[src/rtl/d_sram_bridge.sv]
// rtl/d_sram_bridge.sv - mem-stage load/store to SRAM-like data bus bridge
//
// Converts a single mem-stage load/store into one SRAM-like bus transaction
// (request/addr_ok phase, then data_ok phase). It stalls the pipeline while
// the transaction is in flight, then parks in DONE until the pipeline
// advances, so that a stalled instruction is never reissued.
//
// Optional feature: define KSEG_MAP_EN to map kseg0/kseg1 virtual
// addresses (0x8000_0000-0xBFFF_FFFF) to physical by clearing bits [31:29].
//
// Ports:
//   i_clk, i_rst         clock, synchronous active-high reset
//   i_mem_en             mem-stage load/store valid
//   i_mem_wen[3:0]       byte write strobes, 0 = read
//   i_mem_size[1:0]      0=byte, 1=half, 2=word
//   i_mem_addr[31:0]     virtual data address
//   i_mem_wdata[31:0]    lane-aligned store data
//   i_mem_flush          exception flush in mem stage
//   i_longest_stall      pipeline-wide stall, low = mem stage advances
//   o_mem_rdata[31:0]    load data held for the datapath
//   o_d_stall            data-side stall to the hazard unit
//   o_data_req/_wr/_size/_addr/_wdata   SRAM-like request channel
//   i_data_addr_ok       request accepted
//   i_data_data_ok       response valid / write done
//   i_data_rdata[31:0]   bus read data

module d_sram_bridge (
  input  logic        i_clk,
  input  logic        i_rst,
  input  logic        i_mem_en,
  input  logic [3:0]  i_mem_wen,
  input  logic [1:0]  i_mem_size,
  input  logic [31:0] i_mem_addr,
  input  logic [31:0] i_mem_wdata,
  input  logic        i_mem_flush,
  input  logic        i_longest_stall,
  output logic [31:0] o_mem_rdata,
  output logic        o_d_stall,
  output logic        o_data_req,
  output logic        o_data_wr,
  output logic [1:0]  o_data_size,
  output logic [31:0] o_data_addr,
  output logic [31:0] o_data_wdata,
  input  logic        i_data_addr_ok,
  input  logic        i_data_data_ok,
  input  logic [31:0] i_data_rdata
);

  typedef enum logic [1:0] {
    IDLE = 2'd0,
    REQ  = 2'd1,
    WAIT = 2'd2,
    DONE = 2'd3
  } state_t;

  state_t      r_state;
  state_t      w_next_state;

  logic        r_wr;
  logic [1:0]  r_size;
  logic [31:0] r_addr;
  logic [31:0] r_wdata;
  logic [31:0] r_rdata;

  logic        w_start;
  logic        w_resp;
  logic [31:0] w_phys_addr;

  // A flushed instruction never starts a transaction.
  assign w_start = i_mem_en & ~i_mem_flush;

  // The response completes the transaction either together with the
  // address handshake in REQ, or later in WAIT.
  assign w_resp = ((r_state == REQ) & i_data_addr_ok & i_data_data_ok) |
                  ((r_state == WAIT) & i_data_data_ok);

`ifdef KSEG_MAP_EN
  // kseg0/kseg1 share the 0b10 prefix; both are unmapped windows onto
  // the low 512 MiB of physical memory.
  assign w_phys_addr = (i_mem_addr[31:30] == 2'b10) ?
                       {3'b000, i_mem_addr[28:0]} : i_mem_addr;
`else
  assign w_phys_addr = i_mem_addr;
`endif

  always_ff @(posedge i_clk) begin
    if (i_rst) begin
      r_state <= IDLE;
    end else begin
      r_state <= w_next_state;
    end
  end

  always_comb begin
    w_next_state = r_state;
    unique case (r_state)
      IDLE: begin
        if (w_start) w_next_state = REQ;
      end
      REQ: begin
        if (i_data_addr_ok) begin
          w_next_state = i_data_data_ok ? DONE : WAIT;
        end
      end
      WAIT: begin
        if (i_data_data_ok) w_next_state = DONE;
      end
      DONE: begin
        // Park until the pipeline advances past this instruction.
        if (!i_longest_stall) w_next_state = IDLE;
      end
      default: w_next_state = IDLE;
    endcase
  end

  // Request attributes are captured once so the bus sees stable values
  // even if the pipeline inputs change while the access is in flight.
  always_ff @(posedge i_clk) begin
    if (i_rst) begin
      r_wr    <= 1'b0;
      r_size  <= 2'd0;
      r_addr  <= 32'd0;
      r_wdata <= 32'd0;
    end else if ((r_state == IDLE) && w_start) begin
      r_wr    <= |i_mem_wen;
      r_size  <= i_mem_size;
      r_addr  <= w_phys_addr;
      r_wdata <= i_mem_wdata;
    end
  end

  always_ff @(posedge i_clk) begin
    if (i_rst) begin
      r_rdata <= 32'd0;
    end else if (w_resp && !r_wr) begin
      r_rdata <= i_data_rdata;
    end
  end

  always_comb begin
    o_d_stall = 1'b0;
    if (!i_rst) begin
      unique case (r_state)
        IDLE:    o_d_stall = w_start;
        REQ:     o_d_stall = 1'b1;
        WAIT:    o_d_stall = 1'b1;
        DONE:    o_d_stall = 1'b0;
        default: o_d_stall = 1'b0;
      endcase
    end
  end

  // Request is suppressed during the reset cycle so nothing new is issued
  // while an interrupted transaction is being abandoned.
  assign o_data_req   = (r_state == REQ) & ~i_rst;
  assign o_data_wr    = r_wr;
  assign o_data_size  = r_size;
  assign o_data_addr  = r_addr;
  assign o_data_wdata = r_wdata;
  assign o_mem_rdata  = r_rdata;

endmodule
[config.mk]
export PLATFORM = sky130hd
export DESIGN_NAME = d_sram_bridge
export DESIGN_NICKNAME = d
export VERILOG_FILES = /design/src/rtl/d_sram_bridge.sv
export SDC_FILE = /design/constraint.sdc
export NUM_CORES = 1
export LEC_CHECK = 0
export BUFFER_PORTS_ARGS = -buffer_cell sky130_fd_sc_hd__clkbuf_2
export CAP_MARGIN = 40
export CORE_UTILIZATION = 41
export DETAILED_ROUTE_END_ITERATION = 10
export PLACE_DENSITY = 0.81
export SLEW_MARGIN = 20
export SYNTH_ARGS = -nofsm -noshare
export SYNTH_HDL_FRONTEND = slang
export SYNTH_SLANG_ARGS = --single-unit
[constraint.sdc]
create_clock -name i_clk -period 1.7 [get_ports i_clk]
set_clock_uncertainty 0.15 [all_clocks]
set_input_delay 0.085 -clock i_clk [delete_from_list [all_inputs] [get_ports i_clk]]
set_output_delay 0.085 -clock i_clk [all_outputs]
set_load 0.01 [all_outputs]
==> results.json <==
{
  "max_stage_delay_ps": 360,
  "setup_viol": 0,
  "ys_warn_count": 0,
  "grt_remaining_overflow": 0,
  "dr.pass1.iters": 4,
  "rsz0062_at_grt": "yes",
  "synth_cell_types": 27,
  "crit_path_max_fanout": 3,
  "avgSynthCellArea_um2": 8.57,
  "yosysSeqAreaShare_pct": 50.5,
  "worstSetupStartpointType": "register",
  "fin_util_pct": 68.9,
  "clock_sinks": 101,
  "fin_crit_ps": 1660,
  "antenna_found_initial": 0,
  "dieArea_um2": 10200,
  "cp_slowest_cell": "dfxtp_2",
  "vias_per_cell": 5.09,
  "num_rows": 35,
  "dp_hpwl_um": 7610,
  "r2r_cells": 5,
  "swShare_pct": 34.5,
  "drive_gt1_share_pct": 40.1,
  "drc": 0,
  "first_iter_violations": 160,
  "rr_endpoint": "r_state[1]$_SDFFE_PP0P_",
  "synth_seq_cells": 101,
  "worstPathRequired_ps": 1460,
  "max_freq_mhz": 604,
  "met2_usage_pct": 47.1,
  "path_buf_inv": 3,
  "core_um2": 9330,
  "finalCritPeriodShare_pct": 97.4,
  "relSlewSlack_pct": 59.6,
  "use_met1_pct": 29.2,
  "die_y_um": 101,
  "n_fill_cell": 669,
  "gp_congestion": 0.710,
  "nNetsFinal": 879,
  "cts-root-buf": "clkbuf_8",
  "grt_pass1_wl_um": 21100,
  "use_met3_pct": 7.07,
  "p_seq_share_pct": 40.5,
  "syn_area_um2": 4000,
  "worst_pin_slew_ps": 598,
  "min_from": "i_rst",
  "crit_family": "flip-flops",
  "cts_buffers": 9,
  "n_antenna_cell": 0,
  "drv_cap": 0,
  "die_x_um": 101,
  "hp-class": "input pin to register",
  "via_count": 4568,
  "hold_violations": 0,
  "p_sw_mw": 2.41,
  "cellInternalPower_mw": 4.58,
  "final_cell_mix": "clkbuf_2, nand2_1, dlygate4sd3_1",
  "placed_area_um2": 5160,
  "wl_per_cell_um": 15.6,
  "syn2layout_area_growth_pct": 60.5,
  "endpoint_kind": "output pin",
  "grt_max_degree": 47,
  "track_usage_pct": 26.5,
  "start_util_pct": 42.9,
  "setup_tns_ps": 0,
  "grt_pass1_vias": 4509,
  "p_per_area_nw_per_um2": 1090,
  "r2r_setup_slack_ps": 50,
  "reg2reg_from": "r_state[0]$_SDFFE_PP0P_",
  "power_frac_clock_pct": 22.9,
  "ir_worst_vdd_uv": 634,
  "pwr-share-comb_pct": 36.6,
  "drt-total-wl_um": 14000,
  "insertion_delay_ps": 340,
  "cts_tree": "built",
  "port_buffers": 209,
  "cts.path.max_buffers": 2,
  "finalMaxSlewViolations": 0,
  "whs_path_depth": 2,
  "busiest_layer": "met2",
  "synthesis.nets": 581,
  "synth_cells": 467,
  "htree_num_levels": 3,
  "fin_area_um2": 6420,
  "status": "complete, no violations",
  "path_clk_slew_ps": 90,
  "pin_count": 210,
  "crit_arrival_ps": 1420,
  "p_leak_nw": 2.77,
  "ant_nets": 0,
  "mostFrequentLayoutCell": "clkbuf_2",
  "crit_type": "register to output pin",
  "hold_ws_ps": 41.0,
  "crit_path_cell_trace": "inv_4, ha_4, buf_4, a211oi_2, buf_2",
  "p_total_mw": 6.99,
  "hold_end": "o_mem_rdata[28]$_SDFFE_PP0P_"
}
-- power groups by stage --
| stage | Clock [mW] | Sequential (mW) | Combinational, mW |
|---|---|---|---|
| global route | 1.72 | 2.86 | 2.76 |
| CTS | 1.65 | 2.81 | 2.44 |
| floorplan | 0 | 2.99 | 1.29 |
| finish | 1.60 | 2.83 | 2.56 |
| detailed placement | 0 | 2.86 | 2.20 |
| global placement | 0 | 2.85 | 2.13 |
-- layer usage --
metal	wire, um	part of all wire, %
met5	0	0
met3	1210	8.6
met4	473	3.4
met1	5340	38
met2	6940	50
-- how the worst max path moves through the flow --
stage                                        from                      endpoint  slack, ps  cells after the start
after floorplan           r_state[0]$_SDFFE_PP0P_   o_data_addr[0]$_SDFFE_PP0P_         40                      8
after global placement    r_state[1]$_SDFFE_PP0P_  o_data_addr[24]$_SDFFE_PP0P_        120                      6
after detailed placement  r_state[1]$_SDFFE_PP0P_  o_data_addr[12]$_SDFFE_PP0P_         50                      6
after CTS                 r_state[1]$_SDFFE_PP0P_       r_state[1]$_SDFFE_PP0P_         10                      5
after global routing      r_state[1]$_SDFFE_PP0P_                     o_d_stall        -20                      6
final                     r_state[1]$_SDFFE_PP0P_                     o_d_stall         40                      5
-- through the flow --
step,cells,setup slack [ps]
final,897,44.0
after global routing,897,-22.0
after CTS,897,12.8
after detailed placement,780,47.3
after global placement,780,123
after floorplan,467,42.4
-- layout make-up --
cell class	instances	area (um2)	area share (%)
Timing Repair Buffer	326	2250	35.0
Sequential cell	101	2020	31.5
Multi-Input combinational cell	324	1770	27.6
Tap cell	129	161	2.51
Clock buffer	10	128	1.99
Clock inverter	4	75.1	1.17
Inverter	3	13.8	0.214
-- what timing repair did --
item | 4_1_cts | 5_1_grt
setup buffers | 1 | 0
endpoints found under the hold margin | 99 | 0
pin swaps | 2 | 1
gates resized for setup | 5 | 6
hold buffers | 102 | 0
setup endpoints to repair | 1 | 10
-- cell usage after synthesis --
master | n | share of area, %
nand2_1 | 106 | 9.9
dfxtp_1 | 101 | 51
a21oi_1 | 69 | 8.6
nand3_1 | 32 | 4.0
a21oi_2 | 31 | 6.8
nand2_2 | 30 | 4.7
clkbuf_1 | 23 | 2.2
o21ai_0 | 17 | 2.1
o21ai_1 | 15 | 1.9
buf_2 | 11 | 1.4
ha_1 | 5 | 1.6
nor2b_1 | 5 | 0.78
buf_12 | 4 | 2.0
inv_1 | 3 | 0.28
mux2i_1 | 2 | 0.50
nand2b_1 | 2 | 0.31
a2111oi_4 | 1 | 0.69
a211oi_1 | 1 | 0.19
a21o_1 | 1 | 0.19
and2_0 | 1 | 0.16
and3_1 | 1 | 0.16
and3b_1 | 1 | 0.22
buf_4 | 1 | 0.19
nand3b_1 | 1 | 0.19
nor2_1 | 1 | 0.094
o31ai_1 | 1 | 0.19
o41ai_1 | 1 | 0.22
-- sequential cells by signal (all words and copies together) (netlist names) --
signal / cells
o_data_addr: 32
o_data_wr: 1
r_state: 2
o_data_size: 2
o_mem_rdata: 32
o_data_wdata: 32
-- cell families after synthesis --
family          count (synthesis)  share of synthesized area (%)
compound gates                137                           20.9
buf+inv                        42                           6.00
simple gates                  180                           20.5
fa+ha+maj                       5                           1.56
flops                         101                           50.5
mux                             2                          0.500
Note: power is estimated with default switching activity, not from simulation.
